--- config.mk ---
export PLATFORM = sky130hd
export DESIGN_NAME = pulse_pair_monitor
export DESIGN_NICKNAME = d
export VERILOG_FILES = /design/src/rtl/pulse_mon_pkg.sv /design/src/rtl/pulse_chan.sv /design/src/rtl/pulse_pair_monitor.sv
export SDC_FILE = /design/constraint.sdc
export NUM_CORES = 1
export LEC_CHECK = 0
export BUFFER_PORTS_ARGS = -buffer_cell sky130_fd_sc_hd__buf_2
export CAP_MARGIN = 20
export CORE_ASPECT_RATIO = 1.2
export CORE_MARGIN = 2
export CORE_UTILIZATION = 35
export DETAILED_ROUTE_END_ITERATION = 8
export GPL_TIMING_DRIVEN = 0
export HOLD_SLACK_MARGIN = 0.08
export PLACE_DENSITY = 0.54
export SYNTH_ARGS = -nofsm -noshare
export SYNTH_HDL_FRONTEND = slang
export SYNTH_SLANG_ARGS = --single-unit
--- constraint.sdc ---
create_clock -name clk -period 1.85 [get_ports clk]
set_input_delay 0.185 -clock clk [delete_from_list [all_inputs] [get_ports clk]]
set_output_delay 0.185 -clock clk [all_outputs]
set_load 0.05 [all_outputs]
--- src/rtl/pulse_mon_pkg.sv ---
// Shared types for the pulse pair monitor.
//   chan_state_e : per-channel FSM states (ARM, LOW, HIGH)
//   pulse_rpt_t  : per-channel completion report {vld, width, ok, too_long}
//   width_w()    : width of a measured run counter that saturates at max_w+1
// The report width field is sized for the largest supported MAX_W; users
// slice it down to width_w(MAX_W) bits.
package pulse_mon_pkg;

    localparam int RPT_WW = 8;

    typedef enum logic [1:0] {
        ARM  = 2'd0,
        LOW  = 2'd1,
        HIGH = 2'd2
    } chan_state_e;

    typedef struct packed {
        logic              vld;
        logic [RPT_WW-1:0] width;
        logic              ok;
        logic              too_long;
    } pulse_rpt_t;

    function automatic int width_w(input int max_w);
        return $clog2(max_w + 2);
    endfunction

endpackage

--- src/rtl/pulse_chan.sv ---
// One strobe channel: measures each low-high-low pulse.
//   clk, rst_n : clock, synchronous active-low reset
//   din        : serial strobe
//   nxt        : report to be registered at the coming edge (combinational)
//   rpt        : registered report; vld/too_long are single-cycle,
//                width/ok hold until the next completion
module pulse_chan
    import pulse_mon_pkg::*;
#(
    parameter int MIN_W = 1,
    parameter int MAX_W = 3
) (
    input  logic       clk,
    input  logic       rst_n,
    input  logic       din,
    output pulse_rpt_t nxt,
    output pulse_rpt_t rpt
);

    localparam int WW = width_w(MAX_W);
    localparam logic [WW-1:0] SAT = WW'(MAX_W + 1);
    localparam logic [WW-1:0] LO  = WW'(MIN_W);
    localparam logic [WW-1:0] HI  = WW'(MAX_W);

    chan_state_e   state, state_d;
    logic [WW-1:0] cnt, cnt_d;

    always_comb begin
        state_d       = state;
        cnt_d         = cnt;
        nxt           = '0;
        nxt.width     = rpt.width;
        nxt.ok        = rpt.ok;
        case (state)
            // A high seen before any low has no known start; wait it out.
            ARM:  if (!din) state_d = LOW;
            LOW:  if (din) begin
                      state_d = HIGH;
                      cnt_d   = WW'(1);
                  end
            HIGH: if (din) begin
                      // Once saturated the counter stops, so too_long fires once.
                      if (cnt != SAT) begin
                          cnt_d        = cnt + 1'b1;
                          nxt.too_long = (cnt + 1'b1 == SAT);
                      end
                  end else begin
                      // Falling sample is also the leading low of the next pulse.
                      state_d   = LOW;
                      nxt.vld   = 1'b1;
                      nxt.width = RPT_WW'(cnt);
                      nxt.ok    = (cnt >= LO) && (cnt <= HI);
                  end
            default: state_d = ARM;
        endcase
    end

    always_ff @(posedge clk) begin
        if (!rst_n) begin
            state <= ARM;
            cnt   <= '0;
            rpt   <= '0;
        end else begin
            state <= state_d;
            cnt   <= cnt_d;
            rpt   <= nxt;
        end
    end

endmodule

--- src/rtl/pulse_pair_monitor.sv ---
// Checks the m/n strobes: per-channel pulse width legality and whether the
// two pulses coincide (same end cycle and equal legal width).
//   clk, rst_n          : clock, synchronous active-low reset
//   m, n                : serial strobes
//   m_vld/m_width/m_ok  : M completion report (n_* likewise for N)
//   too_long[1:0]       : single-cycle, run reached MAX_W+1 ([0]=M, [1]=N)
//   pair_vld/pair_match : either channel completed / both coincide
// Optional macro PULSE_MON_STATS_EN adds saturating counters
//   m_good_cnt, n_good_cnt, match_cnt, err_cnt (CNT_W bits each).
module pulse_pair_monitor
    import pulse_mon_pkg::*;
#(
    parameter int MIN_W = 1,
    parameter int MAX_W = 3,
    parameter int CNT_W = 16,
    localparam int WW   = width_w(MAX_W)
) (
    input  logic          clk,
    input  logic          rst_n,
    input  logic          m,
    input  logic          n,
    output logic          m_vld,
    output logic [WW-1:0] m_width,
    output logic          m_ok,
    output logic          n_vld,
    output logic [WW-1:0] n_width,
    output logic          n_ok,
    output logic [1:0]    too_long,
    output logic          pair_vld,
    output logic          pair_match
`ifdef PULSE_MON_STATS_EN
    ,
    output logic [CNT_W-1:0] m_good_cnt,
    output logic [CNT_W-1:0] n_good_cnt,
    output logic [CNT_W-1:0] match_cnt,
    output logic [CNT_W-1:0] err_cnt
`endif
);

    pulse_rpt_t m_nxt, m_rpt, n_nxt, n_rpt;
    logic       pair_vld_d, pair_match_d;

    pulse_chan #(.MIN_W(MIN_W), .MAX_W(MAX_W)) u_chan_m (
        .clk(clk), .rst_n(rst_n), .din(m), .nxt(m_nxt), .rpt(m_rpt)
    );

    pulse_chan #(.MIN_W(MIN_W), .MAX_W(MAX_W)) u_chan_n (
        .clk(clk), .rst_n(rst_n), .din(n), .nxt(n_nxt), .rpt(n_rpt)
    );

    // Same end cycle plus same width means same start cycle too.
    assign pair_vld_d   = m_nxt.vld | n_nxt.vld;
    assign pair_match_d = m_nxt.vld & n_nxt.vld & m_nxt.ok & n_nxt.ok &
                          (m_nxt.width == n_nxt.width);

    always_ff @(posedge clk) begin
        if (!rst_n) begin
            pair_vld   <= 1'b0;
            pair_match <= 1'b0;
        end else begin
            pair_vld   <= pair_vld_d;
            pair_match <= pair_match_d;
        end
    end

    assign m_vld    = m_rpt.vld;
    assign m_width  = m_rpt.width[WW-1:0];
    assign m_ok     = m_rpt.ok;
    assign n_vld    = n_rpt.vld;
    assign n_width  = n_rpt.width[WW-1:0];
    assign n_ok     = n_rpt.ok;
    assign too_long = {n_rpt.too_long, m_rpt.too_long};

    // Upper width bits are always zero; too_long is consumed from rpt only.
    logic unused_bits;
    assign unused_bits = ^{m_rpt.width, n_rpt.width, m_nxt.too_long, n_nxt.too_long};

`ifdef PULSE_MON_STATS_EN
    function automatic logic [CNT_W-1:0] sat_add(input logic [CNT_W-1:0] c,
                                                 input logic [1:0] inc);
        logic [CNT_W:0] s;
        s = {1'b0, c} + (CNT_W+1)'(inc);
        return s[CNT_W] ? '1 : s[CNT_W-1:0];
    endfunction

    logic [1:0] err_inc;
    assign err_inc = {1'b0, m_nxt.vld & ~m_nxt.ok} + {1'b0, n_nxt.vld & ~n_nxt.ok};

    // Counters track the reports being registered so they line up with x_vld.
    always_ff @(posedge clk) begin
        if (!rst_n) begin
            m_good_cnt <= '0;
            n_good_cnt <= '0;
            match_cnt  <= '0;
            err_cnt    <= '0;
        end else begin
            m_good_cnt <= sat_add(m_good_cnt, {1'b0, m_nxt.vld & m_nxt.ok});
            n_good_cnt <= sat_add(n_good_cnt, {1'b0, n_nxt.vld & n_nxt.ok});
            match_cnt  <= sat_add(match_cnt, {1'b0, pair_match_d});
            err_cnt    <= sat_add(err_cnt, err_inc);
        end
    end
`else
    // No statistics state in this build.
`endif

endmodule
==> run summary <==
status - complete, no violations
setup bufs post-CTS - 0
total global routing track utilization - 12.9%
Slew headroom - 69.1%
I/O pin count - 18
DP Worst Slack - 247 ps
skew final - 2.52 ps
Avg WL per Cell - 11.6 um
CTS Root Cell - clkbuf_8
CTS tree - yes
routability cong. - 0.852
layout cells sized above 1 - 19.1%
hpwl dp - 1.78 mm
multi-input logic area - 592 um^2
Synth Register Bits - 24
Post-Synth Simple-Gate Area - 19.1%
XOR/XNOR share of the synthesized area - 1.46%
hold path startpoint - n
Post-DRT Antenna Nets - 0
die area - 3930 um^2
reg2reg end - u_chan_m.cnt[0]$_SDFFE_PN0P_
worst slew pin tran - 463 ps
post-cts repair resize count - 0
# setup viols final - 0
Post-Synthesis Cells - 141
WP data arrival - 1790 ps
worst min path class - in2reg
critical path endpoint category - flop
Starting Density - 36.4%
Buffers on Ports - 17
Detailed Route WL - 2.32 mm
post-synthesis mux area share - 2.70%
Setup CP Type - reg2reg
drt pass-1 iters - 4
largest net degree at the start of global routing - 14
H-tree depth - 1
Critical Path Source Type - flop
ys async rst share - 0%
Post-Synth Adder-Cell Area - 10.4%
R2R Setup Slk - 250 ps
Synth Area in Compound Gates - 15.5%
worst setup margin - 255 ps
fin. max-slew vios - 0
hold buffer count at CTS - 0
Num CTS Buffers - 3
final hold vios - 0
Final min period - 1600 ps
Reg area - 480 um^2
vias in the first global route - 883
fillers - 360
# DRC - 0
worst vdd ir - 0.000317 V
antenna violations before repair - 0
FF-to-FF path depth - 6
R2R Path Start - u_chan_m.cnt[1]$_SDFFE_PN0P_
register clock-pin slew on the reported worst setup and hold paths - 90 ps
CTS Sinks - 24
most common cell after layout, fill and taps aside - dfxtp_1
Cell Pwr Density - 692 nW/um^2
# diodes - 0
Seq/Total Area, Yosys - 39.9%
syn nets - 155
Most used DFF post-synth - dfxtp_1
gr ovfl total - 0
synthesized area per cell - 8.54 um^2
critical path fanouts, max - 8
final cycle utilization of the critical path - 86.2%
largest family of logic cells by synthesized area - simple AND/OR/NAND/NOR gates
Max-cap violations - 0
synth-to-layout area growth - 15.5%
nets - 177
die width - 57.5 um
Core Region - 3310 um^2
Worst Hold Depth - 2
hold endpoint - u_chan_n.state[0]$_SDFFE_PN0P_
largest buffer count on any clock path - 2
row count - 23
worst skew pair latency - 270 ps
via count - 990
synth unique cells - 31
LEAKAGE - 0.000614 uW
Syn Std Cell Area - 1200 um^2
die outline height - 68.2 um
Post-synth EDFFs - 0
iteration-0 DRC count of the detailed router - 12
RSZ-0062 raised after global routing - false
setup tns final - 0 ps
Synth Warn # - 0
Crit path required time - 2050 ps
Critical Path Source - u_chan_m.cnt[1]$_SDFFE_PN0P_
Fmax - 627 MHz
first-pass GRT wire length - 3.87 mm
most frequent cells in the layout - 24 x dfxtp_1, 17 x buf_2, 16 x nor2_1
Vias/cell - 4.97
## per-stage QoR
step	std cells	util (%)	hold slack (ps)	cell area, um^2	total power, uW
floorplan	141	-	263	1200	591
detailed placement	195	40.3	448	1340	613
finish	199	42.0	161	1390	962
CTS	199	42.0	154	1390	977
global placement	195	40.3	440	1340	611
global route	199	42.0	170	1390	1010
## state kept, by name (all words and copies together) (netlist names)
name	cells
pair_match	1
u_chan_m.cnt	3
pair_vld	1
u_chan_n.rpt	6
u_chan_n.cnt	3
u_chan_m.state	2
u_chan_m.rpt	6
u_chan_n.state	2
## power by group
part / switching (uW) / total (uW) / internal, uW
Sequential: 13.1 / 537 / 524
Combinational: 39.0 / 62.6 / 23.7
Clock: 171 / 362 / 190
Total: 223 / 962 / 738
## cell usage after synthesis (2+ instances only)
cell	count	area [um^2]
o31ai_1	2	15.0
o21ai_0	6	30.0
nor2_1	16	60.1
or3b_1	2	17.5
or3_1	2	12.5
clkbuf_1	7	26.3
buf_4	8	60.1
dfxtp_1	24	480
a21oi_1	15	75.1
inv_1	8	30.0
nor2b_1	5	31.3
a211oi_1	2	15.0
nor3_1	2	10.0
nand4_1	2	12.5
nand3_1	3	15.0
ha_1	10	125
nand2_1	10	37.5
a22oi_1	2	15.0
o211a_1	2	20.0
xnor2_1	2	17.5
## worst max-delay path by stage
stage                                         endpoint  slack, ps  cells past startpoint
after floorplan                  pair_match$_SDFF_PN0_        380                      6
after global routing             pair_match$_SDFF_PN0_         50                      6
after CTS                        pair_match$_SDFF_PN0_        230                      6
after detailed placement         pair_match$_SDFF_PN0_        250                      6
final                     u_chan_m.cnt[0]$_SDFFE_PN0P_        250                      6
after global placement           pair_match$_SDFF_PN0_        250                      6
## critical path: stages (launching register included)
cell and delay [ps]:
dfxtp_1 490, inv_1 140, ha_1 220, nand2_1 110, a21oi_1 90, or3_1 330
a21oi_1 150
## layer usage
| metal | up-vias | wire, um | GRT usage, % |
|---|---|---|---|
| met2 | 16 | 1100 | 21.7 |
| met3 | 5 | 74 | 2.46 |
| met5 | - | 0 | 0 |
| met1 | 460 | 1080 | 15.1 |
| li1 | 509 | - | - |
| met4 | 0 | 60 | 7.85 |
## final cells by class
| type | instances | share of cell area (%) |
|---|---|---|
| timing repair buffer | 17 | 6.12 |
| clock buffer | 4 | 3.96 |
| sequential | 24 | 34.6 |
| multi-input combinational | 92 | 42.6 |
| inverter | 9 | 2.43 |
| tap | 37 | 3.33 |
| buffer | 16 | 7.02 |
## kinds of logic after synthesis
logic type	count (synthesis)
xor gates and xnor gates	2
muxes	2
buffers and inverters	25
DFF	24
and+or+nand+nor	47
AOI/OAI and AO/OA	31
adders and majority gates	10
(Power assumes the default switching activity.)
